**src/rtl/sar_search_ctrl_pkg.sv**
```systemverilog
// sar_search_ctrl_pkg
//   Shared definitions for the successive-approximation search controller:
//   FSM state encoding, the default operand width and the helper that sizes
//   the compare-step counter.
//
//   Optional feature macro used by sar_search_ctrl: SAR_EARLY_EXIT_EN.
package sar_search_ctrl_pkg;

  typedef enum logic [1:0] {
    ST_IDLE = 2'd0,
    ST_CMP  = 2'd1,
    ST_DONE = 2'd2
  } sar_state_t;

  localparam int SAR_WIDTH_DEF = 4;

  // Step counter must hold the value WIDTH itself, hence the extra bit.
  function automatic int sar_steps_w(input int width);
    return $clog2(width) + 1;
  endfunction

  localparam int SAR_STEPS_W_DEF = sar_steps_w(SAR_WIDTH_DEF);

endpackage

```
**src/rtl/sar_search_ctrl_onehot_chk.sv**
```systemverilog
// sar_onehot_chk
//   Combinational sanity check on the magnitude-comparator outputs. A healthy
//   comparator drives exactly one of lt/gt/eq; anything else is flagged.
//
//   Ports:
//     a_lt_b, a_gt_b, a_eq_b  in   comparator result lines
//     not_onehot              out  1 when the three lines are not one-hot
module sar_onehot_chk (
  input  logic a_lt_b,
  input  logic a_gt_b,
  input  logic a_eq_b,
  output logic not_onehot
);

  always_comb begin
    not_onehot = 1'b1;
    case ({a_lt_b, a_gt_b, a_eq_b})
      3'b100,
      3'b010,
      3'b001:  not_onehot = 1'b0;
      default: not_onehot = 1'b1;
    endcase
  end

endmodule

```
**src/rtl/sar_search_ctrl.sv**
```systemverilog
// sar_search_ctrl
//   Successive-approximation search controller. Drives the B operand of a
//   combinational magnitude comparator and resolves the unknown value on its
//   A input one bit per clock, MSB first.
//
//   Build option: define SAR_EARLY_EXIT_EN to terminate a search as soon as
//   the comparator reports equality. Without it a search always takes WIDTH
//   compares (unless the comparator outputs are not one-hot).
//
//   State table:
//     ST_IDLE | waiting for start; outputs hold the last search's result
//     ST_CMP  | one compare per clock, guess driven to comparator B input
//     ST_DONE | one-cycle done pulse, guess back to 0
//
//   Ports:
//     clk      in   single clock, rising edge
//     rst      in   synchronous active-high reset
//     start    in   begin a search (only honoured in ST_IDLE)
//     a_lt_b   in   comparator: target < guess
//     a_gt_b   in   comparator: target > guess
//     a_eq_b   in   comparator: target == guess
//     guess    out  registered trial operand for comparator B
//     result   out  recovered target, held until the next accepted start
//     busy     out  high while compares are in progress
//     done     out  one-cycle pulse at search end
//     err      out  comparator lines were not one-hot during the search
//     steps    out  compares used by the last search
module sar_search_ctrl
  import sar_search_ctrl_pkg::*;
#(
  parameter  int WIDTH   = SAR_WIDTH_DEF,
  localparam int STEPS_W = sar_steps_w(WIDTH)
) (
  input  logic               clk,
  input  logic               rst,
  input  logic               start,
  input  logic               a_lt_b,
  input  logic               a_gt_b,
  input  logic               a_eq_b,
  output logic [WIDTH-1:0]   guess,
  output logic [WIDTH-1:0]   result,
  output logic               busy,
  output logic               done,
  output logic               err,
  output logic [STEPS_W-1:0] steps
);

  localparam int IDX_W = (WIDTH > 1) ? $clog2(WIDTH) : 1;
  localparam logic [WIDTH-1:0]   MSB_ONLY = {1'b1, {(WIDTH-1){1'b0}}};
  localparam logic [WIDTH-1:0]   ONE_W    = {{(WIDTH-1){1'b0}}, 1'b1};
  localparam logic [IDX_W-1:0]   IDX_TOP  = IDX_W'(WIDTH - 1);
  localparam logic [STEPS_W-1:0] STEP_ONE = STEPS_W'(1);

  sar_state_t       state_q, state_d;
  logic [WIDTH-1:0] trial_q, trial_d;
  logic [IDX_W-1:0] idx_q, idx_d;
  logic [WIDTH-1:0] guess_q, guess_d;
  logic [WIDTH-1:0] result_q, result_d;
  logic             err_q, err_d;
  logic [STEPS_W-1:0] steps_q, steps_d;

  logic             not_onehot;
  logic [WIDTH-1:0] bit_cur;
  logic [WIDTH-1:0] bit_next;
  logic [WIDTH-1:0] kept;
  logic             eq_exit;

  sar_onehot_chk u_onehot_chk (
    .a_lt_b     (a_lt_b),
    .a_gt_b     (a_gt_b),
    .a_eq_b     (a_eq_b),
    .not_onehot (not_onehot)
  );

  // bit_cur is the bit under test; bit_next is the one tried on the next
  // compare (zero when bit_cur is the LSB, but it is unused then).
  assign bit_cur  = ONE_W << idx_q;
  assign bit_next = bit_cur >> 1;
  assign kept     = a_lt_b ? (trial_q & ~bit_cur) : trial_q;

`ifdef SAR_EARLY_EXIT_EN
  assign eq_exit = a_eq_b;
`else
  assign eq_exit = 1'b0;
`endif

  always_comb begin
    state_d  = state_q;
    trial_d  = trial_q;
    idx_d    = idx_q;
    guess_d  = guess_q;
    result_d = result_q;
    err_d    = err_q;
    steps_d  = steps_q;

    case (state_q)
      ST_IDLE: begin
        if (start) begin
          result_d = '0;
          err_d    = 1'b0;
          steps_d  = '0;
          trial_d  = MSB_ONLY;
          guess_d  = MSB_ONLY;
          idx_d    = IDX_TOP;
          state_d  = ST_CMP;
        end
      end

      ST_CMP: begin
        steps_d = steps_q + STEP_ONE;
        if (not_onehot) begin
          err_d    = 1'b1;
          result_d = '0;
          guess_d  = '0;
          state_d  = ST_DONE;
        end else if (eq_exit) begin
          // The current guess already matches the target.
          result_d = guess_q;
          guess_d  = '0;
          state_d  = ST_DONE;
        end else if (idx_q != '0) begin
          trial_d = kept | bit_next;
          guess_d = kept | bit_next;
          idx_d   = idx_q - IDX_W'(1);
        end else begin
          result_d = kept;
          guess_d  = '0;
          state_d  = ST_DONE;
        end
      end

      ST_DONE: begin
        guess_d = '0;
        state_d = ST_IDLE;
      end

      default: begin
        state_d = ST_IDLE;
        guess_d = '0;
      end
    endcase
  end

  always_ff @(posedge clk) begin
    if (rst) begin
      state_q  <= ST_IDLE;
      trial_q  <= '0;
      idx_q    <= '0;
      guess_q  <= '0;
      result_q <= '0;
      err_q    <= 1'b0;
      steps_q  <= '0;
    end else begin
      state_q  <= state_d;
      trial_q  <= trial_d;
      idx_q    <= idx_d;
      guess_q  <= guess_d;
      result_q <= result_d;
      err_q    <= err_d;
      steps_q  <= steps_d;
    end
  end

  assign guess  = guess_q;
  assign result = result_q;
  assign busy   = (state_q == ST_CMP);
  assign done   = (state_q == ST_DONE);
  assign err    = err_q;
  assign steps  = steps_q;

endmodule

```
**config.mk**
```make
export PLATFORM = sky130hd
export DESIGN_NAME = sar_search_ctrl
export DESIGN_NICKNAME = d
export VERILOG_FILES = /design/src/rtl/sar_search_ctrl_pkg.sv /design/src/rtl/sar_search_ctrl_onehot_chk.sv /design/src/rtl/sar_search_ctrl.sv
export SDC_FILE = /design/constraint.sdc
export NUM_CORES = 1
export LEC_CHECK = 0
export ABC_AREA = 1
export CAP_MARGIN = 20
export CORE_MARGIN = 4
export CORE_UTILIZATION = 49
export CTS_CLUSTER_SIZE = 25
export DETAILED_ROUTE_END_ITERATION = 8
export PLACE_DENSITY = 0.77
export SLEW_MARGIN = 20
export SYNTH_ARGS = -nofsm -noshare
export SYNTH_HDL_FRONTEND = slang
export SYNTH_HIERARCHICAL = 1
export SYNTH_SLANG_ARGS = --single-unit
```
**constraint.sdc**
```tcl
create_clock -name clk -period 1.6 [get_ports clk]
set_input_delay 0.24 -clock clk [delete_from_list [all_inputs] [get_ports clk]]
set_output_delay 0.24 -clock clk [all_outputs]
set_load 0.005 [all_outputs]
```
---- Word-level counts from Yosys, hierarchy flattened ----
Cells that the tools add are included.
word-level totals
  logic and storage cells ................. 57
  output and inout port bits .............. 14
  register bits after elaboration ......... 20
  input port bits ......................... 6
operators by class
  reductions and logical operators ........ 9
  shifts and indexed selects .............. 1
  $add $sub $neg .......................... 2
  multiplexer cells ....................... 25
  equality and inequality tests ........... 10
  bitwise logic cells ..................... 3
operators with widths
  kind                 number
  $mux 4               9
  $pmux 4 s2           3
  $mux 2               6
  $pmux 2 s2           2
  $pmux 3 s2           1
  $reduce_and 3->1     2
  $and 4x4->4          1
  $ne 2x1->1 const B   2
  $ne 2x2->1 const B   2
  $not 4->4            1
  $or 4x3->4           1
  $reduce_and 2->1     2
  $reduce_and 4->1     1
  $reduce_bool 2->1    2
  $shl 1x2->4 const A  1
  $add 3x1->3 const B  1
  $eq 3x1->1 const B   1
  $eq 3x2->1 const B   1
  $eq 3x3->1 const B   1
  $mux 3               1
  $ne 3x3->1 const B   1
  $reduce_or 3->1      1
  $eq 2x1->1 const B   1
  $eq 2x2->1 const B   1
  4 further kinds      5

---- Logic depth before layout (Yosys ltp) ----
Gate-level depths: netlist of the first run.
  depth in word-level cells ............... 8
  depth in mapped cells ................... 12
  depth with buffers taken out ............ 12

---- By module ----
Netlist of the first run, hierarchy kept.
modules (own cells, without submodules)
  module           sequential area each (sq um)  instances  cells an instance  area each (sq um)
  sar_search_ctrl  400.4                         1          124                925.9
  sar_onehot_chk   0.0                           1          9                  36.3

---- Worst setup path after synthesis of the first run ----
Ideal clock, no wire load.
  path type ............................... flip-flop to flip-flop
  from .................................... register idx_q[0]
  to ...................................... register result_q[3] (netlist: result[3])
  path slack .............................. 0.318 ns
  required time ........................... 1.487 ns
  stages on the path, launching flop included .. 9
  path buffers ............................ 0
  setup time .............................. 0.113 ns
  period minus slack after synthesis ...... 1.282 ns
  data arrival time ....................... 1.169 ns
  cell sequence ........................... dfxtp_1 > inv_1 > ha_1 > inv_1 > nand2_1 > nor2_4 > nor2_1 > nor2_1 > nor2_1
between the ends
  word-level cells in the longest chain between the ends .. 7
  elaborated cells between the ends (all ways) .. 10
  classes of those cells .................. eq/ne: 1; shift: 1; mux: 4; bitwise: 2; reduce/logical: 2
ends and longest elaborated chain
  item                    RTL line                text
  from (decl)             sar_search_ctrl.sv:56   logic [IDX_W-1:0] idx_q, idx_d;
  from (signal assigned)  sar_search_ctrl.sv:156  idx_q <= idx_d;
  $shl 1x2->4             sar_search_ctrl.sv:77   assign bit_cur = ONE_W << idx_q;
  $not 4->4               sar_search_ctrl.sv:79   assign kept = a_lt_b ? (trial_q & ~bit_cur) : trial_q;
  $and 4x4->4             sar_search_ctrl.sv:79
  $mux 4                  sar_search_ctrl.sv:79
  $mux 4                  sar_search_ctrl.sv:121  end else if (idx_q != '0) begin
  $mux 4                  sar_search_ctrl.sv:111  if (not_onehot) begin
  $pmux 4 s2              sar_search_ctrl.sv:96   case (state_q)
  to (signal assigned)    sar_search_ctrl.sv:158  result_q <= result_d;
  to (decl)               sar_search_ctrl.sv:58   logic [WIDTH-1:0] result_q, result_d;
Several ways; a longest one is shown, not always the timed one. The select of a mux whose other input is x is not followed.
A chain may end at the register's enable or synchronous reset.

---- Final worst setup path of the first run ----
  from .................................... register state_q[0]
  to ...................................... output busy
between the ends
  word-level cells in the longest chain between the ends .. 1
ends and longest elaborated chain
  item                    RTL line                text
  from (decl)             sar_search_ctrl.sv:54   sar_state_t state_q, state_d;
  from (signal assigned)  sar_search_ctrl.sv:154  state_q <= state_d;
  $eq 2x1->1              sar_search_ctrl.sv:166  assign busy = (state_q == ST_CMP);
  to (decl)               sar_search_ctrl.sv:42   output logic busy,
No other way between the ends.

==> results of run 1 <==
-- metrics by stage --
step,instances,area (um^2)
3_3_place_gp,180,1210
2_1_floorplan,133,962
4_1_cts,184,1270
6_report,186,1290
3_5_place_dp,180,1210
5_1_grt,186,1290
-- worst paths after layout --
kind | to | slack [ns] | cells after the start
min | guess[1]$_SDFFE_PP0P_ | 0.47 | 2
max reg2reg | result[3]$_SDFFE_PP0P_ | 0.16 | 9
min reg2reg | guess[1]$_SDFFE_PP0P_ | 0.47 | 2
max | busy | 0.05 | 3
-- registers in the layout (all words and copies together) (netlist names) --
signal	cells
err	1
state_q	2
result	4
idx_q	2
steps	3
trial_q	4
guess	4
-- cell usage after synthesis, types with 2 or more instances --
cell type  count
nand2_1       38
dfxtp_1       20
nor2_1        16
a21oi_1       14
inv_1         12
nand3_1        6
ha_1           5
o21ai_0        5
nand3b_1       3
inv_2          2
nor3_1         2
-- per-layer routing --
metal	track usage	vias up	wire, um
met5	0	-	0
met4	0.0638	0	26
met3	0.0342	5	63
met2	0.341	25	1190
met1	0.221	429	960
li1	-	482	-
-- final cells by class --
type / count / share of cell area
clock inverter: 1 / 0.0233
inverter: 14 / 0.0409
timing repair buffer: 25 / 0.182
multi-input combinational: 98 / 0.393
clock buffer: 3 / 0.0175
sequential: 20 / 0.319
tap: 25 / 0.0243
-- logic make-up after synthesis --
group / after synthesis / synth area share
AO/OA/AOI/OAI: 23 / 0.127
AND/OR/NAND/NOR: 70 / 0.333
flip-flops: 20 / 0.416
adder cells (fa/ha/maj): 5 / 0.0650
buffers and inverters: 15 / 0.0585
-- tightest hold or removal path, stage by stage, from the launching register on --
cell and delay [ns]:
dfxtp_1 0.33, nand2_1 0.06, a21oi_1 0.05
-- power by group --
part / leakage (nW) / internal, mW / switching (mW)
Clock: 0.0279 / 0.253 / 0.164
Sequential: 0.165 / 0.520 / 0.0210
Combinational: 0.364 / 0.0878 / 0.108
-- timing repair --
action | 4_1_cts | 5_1_grt
gates resized for setup | 5 | 2
endpoints found under the setup margin | 2 | 10
buffers inserted | 0 | 2
==> results.ini, run 1 <==
[routing]
vias=941
via_per_inst=5.06
first_pass_iters=4
wl_mm=2.24
drtIter0Drc=25
ant_nets=0
wl_per_cell_um=12.1
drcViolationCount=0

[cts]
cts_made_buffers=3
ctsLongestPathBuffers=2
cts.clk_slew.worst_paths_ns=0.12
postCtsHoldBufs=0
htreeDepth=1
cts_tree=yes
clock_sinks=20
cts_root_buf=clkbuf_4
clk_latency_ns=0.30

[critical_path]
path_cells=inv_2, nor2_8, clkdlybuf4s50_1
cp_max_fo=3
crit_slowest_cell=clkdlybuf4s50_1
endpoint_kind=output port
criticalPathCategory=flop to output port
worstPathRequired_ns=1.36
crit_start=state_q[0]$_SDFFE_PP0P_
slowest_delay_ns=0.50
critPathArrivalTime_ns=1.31
cp-start-kind=flop
crit_buf_inv=2
r2r-start=idx_q[0]$_SDFFE_PP0P_
crit_family=buffers and inverters

[power_and_ir_drop]
p_leak_nw=0.557
powerDensity_nw_per_um2=897
ir_drop_uv=798
finalPower_mw=1.15

[timing]
clock_skew_ns=0.00146
setup_violations=0
fmax_ghz=0.645
finalCritPeriodShare=0.969
hold_ws_ns=0.470
post-route-min-period_ns=1.55
worst_slack_ns=0.0488
worst_pin_slew_ns=0.427
relSlewSlack=0.713
final-max-slew-violation-count=0
final_hold_viol_count=0
setup_tns_ns=0

[floorplan]
start_util=0.534
core_area_um2=1800
fp.dieH_um=52.3
row_count=15
dieArea_um2=2740
die_x_um=52.3
ios=20

[finish]
post-route-util=0.714
layout_commonest_cell=nand2_1
syn_to_final_growth_pct=33.7
regArea_um2=410
final_cell_mix=38 x nand2_1, 18 x clkdlybuf4s50_1, 16 x nor2_1, 16 x dfxtp_1, 14 x a21oi_1
diodes=0
multi_input_area_um2=505
nets=173
drive_gt1_frac=0.130
num-fill-cells=167

[grt]
gr-usage-all-layers=0.189
grt_pass1_vias=936
grt_max_degree=14
antenna_found_initial=0
grt_first_pass_wirelength_mm=3.85
overflow=0

[synthesis]
netlist_area_um2=962
synth_top_area_share=0.416
syn_avg_cell_area_um2=7.23
ys_seq_area_frac=0.416
synth_area_leaders=dfxtp_1 42%, nand2_1 15%, a21oi_1 7.3%, ha_1 6.5%, nor2_1 6.2%
ys.flop_type=dfxtp_1
synth_cell_types=21
yosys_register_bits=20
syn_nets=144
synth_edf_count=0
async_flop_share=0
postSynthCellCount=133
yosysTopAreaCell=dfxtp_1
ys_warn_count=6

[placed_design]
place_ws_ns=-0.151
gp_congestion=0.869
place_hpwl_mm=1.77
io_buffers=19

[min_path]
min-delay-start=guess[1]$_SDFFE_PP0P_
worstHoldPathType=flop to flop

[flow_run]
drv_cap=0

[status]
status=finished clean

Note: power is estimated with default switching activity, not from simulation.
==> run 2, diff against run 1 <==
- CORE_UTILIZATION: 49 -> 44
- PLACE_DENSITY: 0.77 -> 0.73
- SETUP_SLACK_MARGIN: not set -> 0.2
- clock period: 1.6 -> 1.3 ns (I/O delays scaled with it)
==> run 2 against run 1 <==
- the flow now finishes with violations (setup timing)
- via count is 15% higher
- worst hold slack lost 0.0012 ns
- wire length grew 22%
- count of clock-buffer cells in the layout is the same
- flip-flop and latch count unchanged
- cell count rose by 11%
- largest cell class unchanged
- sequential power rose by 23%
- cell area increased by 26%
- sequential share of layout area shrank 5.5 points
- highest routed layer unchanged
- utilization is 8.6 points higher
==> results.ini, run 2 (same netlist as run 1, synthesis figures left out) <==
[critical_path]
r2r-start=state_q[1]$_SDFFE_PP0P_
worstPathRequired_ns=1.53  ; +0.17 ns
criticalPathCategory=flop to flop
slowest_delay_ns=0.37  ; -0.13 ns
rrSetupSlack_ns=-0.01  ; -0.17 ns
crit_end=state_q[1]$_SDFFE_PP0P_
r2r_cells=9  ; unchanged
endpoint_kind=flop
cp-start-kind=flop
crit_slowest_cell=dfxtp_4
cp_max_fo=7  ; +4
path_cells=buf_6, buf_6, inv_4, buf_6, nand2_4, nor2_4, buf_4, buf_6, nor2_2
crit_start=state_q[1]$_SDFFE_PP0P_
critPathArrivalTime_ns=1.54  ; +0.23 ns
worstReg2RegEnd=state_q[1]$_SDFFE_PP0P_
cp_common_cell=buf_6

[cts]
htreeDepth=1  ; unchanged
cts_root_buf=clkbuf_4
cts_tree=yes
ctsLongestPathBuffers=2  ; unchanged
postCtsHoldBufs=0  ; unchanged
clk_latency_ns=0.31  ; about the same
clock_sinks=20  ; unchanged
cts_made_buffers=3  ; unchanged
cts.clk_slew.worst_paths_ns=0.12  ; about the same

[timing]
finalCritPeriodShare=1.01
worst_pin_slew_ns=0.298  ; -0.129 ns
clock_skew_ns=0.00193  ; +0.000473 ns
setup_violations=2  ; +2
post-route-min-period_ns=1.31
final-max-slew-violation-count=0  ; unchanged
relSlewSlack=0.801  ; +0.0873
fmax_ghz=0.763
worst_slack_ns=-0.0103  ; -0.0592 ns
grt_setup_unrepaired=true
final_hold_viol_count=0  ; unchanged

[power_and_ir_drop]
p_leak_nw=0.698  ; +25%
p_seq_frac=0.422  ; -0.047
power.switching_mw=0.436  ; +49%
combPwrFrac=0.246  ; +0.076
ir_drop_uv=826  ; +3.6%
powerDensity_nw_per_um2=973  ; +8.4%
switching_share=0.278  ; +0.0233
p_int_mw=1.14  ; +32%
finalPower_mw=1.57  ; +36%
clockPowerShare=0.332  ; -0.030

[floorplan]
fp.dieH_um=54.8  ; +4.7%
row_count=16  ; +1
core_area_um2=2020  ; +12%
dieArea_um2=3000  ; +9.6%
ios=20  ; unchanged
die_x_um=54.8  ; +4.7%
start_util=0.476  ; -0.0582

[flow_run]
drv_cap=0  ; unchanged

[finish]
num-fill-cells=136  ; -19%
multi_input_area_um2=651  ; +29%
diodes=0  ; unchanged
regArea_um2=427  ; +4.0%
syn_to_final_growth_pct=68.0
post-route-util=0.800  ; +0.0856
final_cell_mix=29 x nand2_1, 18 x buf_4, 12 x dfxtp_2
final_cells=207  ; +11%
layout_commonest_cell=nand2_1
nets=192  ; +11%
drive_gt1_frac=0.489  ; +0.358

[status]
violations=setup timing
status=complete, but fails checks

[grt]
grt_pass1_vias=1030  ; +10%
overflow=0  ; unchanged
antenna_found_initial=0  ; unchanged
gr-usage-all-layers=0.213  ; +0.0242
grt_max_degree=14  ; unchanged
grt_first_pass_wirelength_mm=4.45  ; +16%

[routing]
first_pass_iters=4  ; unchanged
ant_nets=0  ; unchanged
wl_mm=2.74  ; +22%
wl_per_cell_um=13.3  ; +9.9%
vias=1078  ; +15%
via_per_inst=5.21  ; +2.9%
drcViolationCount=0  ; unchanged
drtIter0Drc=12  ; -52%

[placed_design]
dp_cells=190  ; +5.6%
io_buffers=19  ; unchanged
gp_congestion=0.893  ; +2.7%
place_ws_ns=-0.426  ; -0.275 ns
place_hpwl_mm=1.76  ; -0.10%

[min_path]
worstHoldPathType=flop to flop

==> run 2: cell type report <==
cell class,instances,area share
Clock buffer,3,0.0139
Clock inverter,1,0.0186
Inverter,14,0.0356
Multi-Input combinational cell,98,0.402
Sequential cell,20,0.264
Tap cell,27,0.0209
Timing Repair Buffer,44,0.245
==> run 2: per-layer routing <==
metal  part of all wire  routed length, um  up-vias  track usage
met3              0.052                142        9       0.0381
met4              0.028                 78        0        0.124
li1                   -                  -      530            -
met1               0.38               1050      509        0.233
met5                  0                  0        -            0
met2               0.54               1470       30        0.378
==> run 2: worst max-delay path, delay by kind of cell, from the launching register on <==
family,cells,cell delay [ns]
flops,1,0.37
buf+inv,6,0.59
simple gates,3,0.26
==> run 2: repair_timing <==
item | CTS | global route
hold endpoints to repair | 0 | 0
setup endpoints to repair | 33 | 29
buffers inserted | 10 | 3
pin swaps | 22 | 10
resized for setup | 85 | 18
==> run 2: how the worst min path moves through the flow <==
stage / start / endpoint / slack [ns] / cells after the start
3_3_place_gp: result[2]$_SDFFE_PP0P_ / result[2]$_SDFFE_PP0P_ / 0.45 / 2
2_1_floorplan: rst / trial_q[0]$_SDFFE_PP0P_ / 0.26 / 1
4_1_cts: result[2]$_SDFFE_PP0P_ / result[2]$_SDFFE_PP0P_ / 0.47 / 2
3_5_place_dp: result[2]$_SDFFE_PP0P_ / result[2]$_SDFFE_PP0P_ / 0.45 / 2
6_report: result[1]$_SDFFE_PP0P_ / result[1]$_SDFFE_PP0P_ / 0.47 / 2
5_1_grt: guess[1]$_SDFFE_PP0P_ / guess[1]$_SDFFE_PP0P_ / 0.50 / 2
==> run 2: through the flow <==
stage | TNS (ns) | cell area, um^2 | hold WS (ns)
after global routing | -0.317 | 1620 | 0.499
after CTS | 0 | 1560 | 0.466
after global placement | -4.89 | 1310 | 0.447
final | -0.0111 | 1620 | 0.469
after floorplan | 0 | 982 | 0.264
after detailed placement | -5.83 | 1310 | 0.453
==> run 2: power by group through the flow <==
| stage | logic, mW | clock network, mW | registers (mW) |
|---|---|---|---|
| after floorplan | 0.151 | 0 | 0.679 |
| after global placement | 0.273 | 0 | 0.679 |
| after detailed placement | 0.278 | 0 | 0.680 |
| after CTS | 0.359 | 0.529 | 0.663 |
| after global routing | 0.423 | 0.557 | 0.668 |
| final | 0.387 | 0.522 | 0.664 |
==> run 3, diff against run 2 <==
- ABC_CLOCK_PERIOD_IN_PS: not set -> 1300
- CORE_MARGIN: 4 -> not set
==> run 3 against run 2 <==
- the run still ends with setup timing left
- critical path type unchanged
- sequential share of layout area is 0.60 points higher
- clock power is 44% lower
- die area is 21% lower
- total power is 14% lower
- largest power group unchanged
- critical endpoint is now guess[3]$_SDFFE_PP0P_
- global-route usage is 1.0 points higher
- first-iteration DRC count is 8.3% lower
- fmax is 0.77% lower
==> results.ini, run 3 (same netlist as run 1, synthesis figures left out) <==
[cts]
clock_sinks=20  ; unchanged
cts.clk_slew.worst_paths_ns=0.11  ; about the same
clk_latency_ns=0.30  ; about the same
htreeDepth=1  ; unchanged
cts_made_buffers=3  ; unchanged
ctsLongestPathBuffers=2  ; unchanged
postCtsHoldBufs=0  ; unchanged
cts_tree=yes
cts_root_buf=clkbuf_4

[status]
status=complete, but fails checks
violations=setup timing

[timing]
worst_slack_ns=-0.0205  ; -0.0102 ns
post-route-min-period_ns=1.32  ; +0.0102 ns
setup_violations=1  ; -1
final-max-slew-violation-count=0  ; unchanged
final_hold_viol_count=0  ; unchanged
worst_pin_slew_ns=0.314  ; +0.0161 ns
hold_ws_ns=0.470  ; +0.00155 ns
finalCritPeriodShare=1.02  ; +0.00781
clock_skew_ns=0.00687  ; +0.00494 ns
grt_setup_unrepaired=true
relSlewSlack=0.790  ; -0.0108
setup_tns_ns=-0.0205  ; -0.00942 ns
fmax_ghz=0.757  ; -0.77%

[critical_path]
crit_buf_inv=3  ; -3
cp-start-kind=flop
endpoint_kind=flop
critPathArrivalTime_ns=1.55  ; about the same
worstPathRequired_ns=1.53  ; about the same
worstReg2RegEnd=guess[3]$_SDFFE_PP0P_
r2r_cells=8  ; -1
slowest_delay_ns=0.38  ; about the same
cp_num_cells=8  ; -1
crit_family=flip-flops
cp_common_cell=inv_2
rrSetupSlack_ns=-0.02  ; about the same
r2r-start=idx_q[1]$_SDFFE_PP0P_
path_cells=inv_2, ha_4, inv_2, nand2_2, nor2_4, buf_4, nand2_1, a21oi_1
crit_slowest_cell=dfxtp_4
criticalPathCategory=flop to flop
crit_end=guess[3]$_SDFFE_PP0P_
cp_max_fo=5  ; -2
crit_start=idx_q[1]$_SDFFE_PP0P_

[power_and_ir_drop]
ir_drop_uv=610  ; -26%
clockPowerShare=0.217  ; -0.115
p_seq_frac=0.490  ; +0.068
p_leak_nw=0.689  ; -1.3%
power.switching_mw=0.410  ; -6.1%
p_int_mw=0.940  ; -17%
combPwrFrac=0.293  ; +0.047
powerDensity_nw_per_um2=852  ; -12%
switching_share=0.304  ; +0.0260

[floorplan]
core_area_um2=2000  ; -0.99%
ios=20  ; unchanged
die_x_um=48.8  ; -11%
start_util=0.481  ; +0.00476
row_count=16  ; unchanged
dieArea_um2=2380  ; -21%
fp.dieH_um=48.8  ; -11%

[finish]
final_cells=206  ; -0.48%
syn_to_final_growth_pct=64.8
layout_commonest_cell=nand2_1
num-fill-cells=124  ; -8.8%
nets=192  ; unchanged
diodes=0  ; unchanged
multi_input_area_um2=634  ; -2.5%
regArea_um2=428  ; +0.29%
final_cell_mix=31 x nand2_1, 16 x buf_4, 13 x dfxtp_2
drive_gt1_frac=0.430  ; -0.0587

[grt]
gr-usage-all-layers=0.223  ; +0.00998
grt_first_pass_wirelength_mm=4.17  ; -6.2%
grt_max_degree=14  ; unchanged
grt_pass1_vias=961  ; -6.7%
overflow=0  ; unchanged
antenna_found_initial=0  ; unchanged

[routing]
via_per_inst=5.12  ; -1.8%
dr.max_layer_used=met4
wl_mm=2.69  ; -1.9%
drtIter0Drc=11  ; -1
first_pass_iters=4  ; unchanged
drcViolationCount=0  ; unchanged
route.met2.wl_mm=1.46  ; -0.88%
dr_wl_met3_um=99  ; -30%
vias=1054  ; -2.2%
ant_nets=0  ; unchanged
wl_per_cell_um=13.1  ; -1.5%
met1_length_mm=1.05  ; about the same

[placed_design]
gp_congestion=0.880  ; -1.4%
dp_cells=184  ; -3.2%
place_hpwl_mm=1.58  ; -10%
io_buffers=19  ; unchanged

[min_path]
worstHoldPathType=flop to flop

[flow_run]
drv_cap=0  ; unchanged

==> run 3: changes by cell type in the layout (fill, tap and decap cells not counted), sizes merged <==
cell,before,now
clkdlybuf4s50,3,2
dlygate4sd2,2,7
clkdlybuf4s15,9,8
bufinv,1,0
clkbuf,6,3
==> run 3: how the worst min path moves through the flow <==
| stage | startpoint | end | slack [ns] | depth (start not counted) |
|---|---|---|---|---|
| after floorplan | rst | trial_q[0]$_SDFFE_PP0P_ | 0.26 | 1 |
| after global placement | result[0]$_SDFFE_PP0P_ | result[0]$_SDFFE_PP0P_ | 0.45 | 2 |
| after detailed placement | result[3]$_SDFFE_PP0P_ | result[3]$_SDFFE_PP0P_ | 0.45 | 2 |
| after CTS | guess[2]$_SDFFE_PP0P_ | guess[2]$_SDFFE_PP0P_ | 0.47 | 2 |
| after global routing | guess[0]$_SDFFE_PP0P_ | guess[0]$_SDFFE_PP0P_ | 0.50 | 2 |
| final | guess[2]$_SDFFE_PP0P_ | guess[2]$_SDFFE_PP0P_ | 0.47 | 2 |
==> run 3: metal layers <==
layer  GRT usage  vias to the layer above
met5           0                        -
met1       0.261                      485
met4      0.0539                        0
li1            -                      522
met3      0.0314                       12
met2       0.421                       35
==> run 3: worst register-to-register path, delay by kind of cell (launching register included) <==
| kind | cells | cell delay [ns] |
|---|---|---|
| fa+ha+maj | 1 | 0.17 |
| buf+inv | 3 | 0.25 |
| simple gates | 3 | 0.30 |
| compound gates | 1 | 0.15 |
| flops | 1 | 0.38 |
==> run 3: through the flow <==
step	setup slack (ns)	utilization	instance area, um^2	power (mW)
2_1_floorplan	0.164	-	982	0.830
3_3_place_gp	-0.327	0.623	1250	0.927
3_5_place_dp	-0.420	0.623	1250	0.932
4_1_cts	0.0175	0.714	1430	1.26
5_1_grt	-0.0616	0.792	1590	1.43
6_report	-0.0205	0.792	1590	1.35
==> run 3: layout make-up <==
cell class                      instances  area share
Clock buffer                            3      0.0142
Inverter                               14      0.0379
Multi-Input combinational cell         98       0.400
Sequential cell                        20       0.270
Tap cell                               27      0.0213
Timing Repair Buffer                   44       0.257
==> run 3: power groups by stage <==
stage	combinational, mW	sequential [mW]	clock, mW
floorplan	0.151	0.679	0
global placement	0.247	0.680	0
detailed placement	0.250	0.681	0
CTS	0.321	0.661	0.282
global route	0.430	0.665	0.335
finish	0.395	0.661	0.293
==> run 3: what timing repair did <==
item                                    in CTS  in global routing
gates resized for setup                     61                 31
buffers inserted                            11                  8
endpoints found under the setup margin      32                 31
pin swaps                                   19                  9
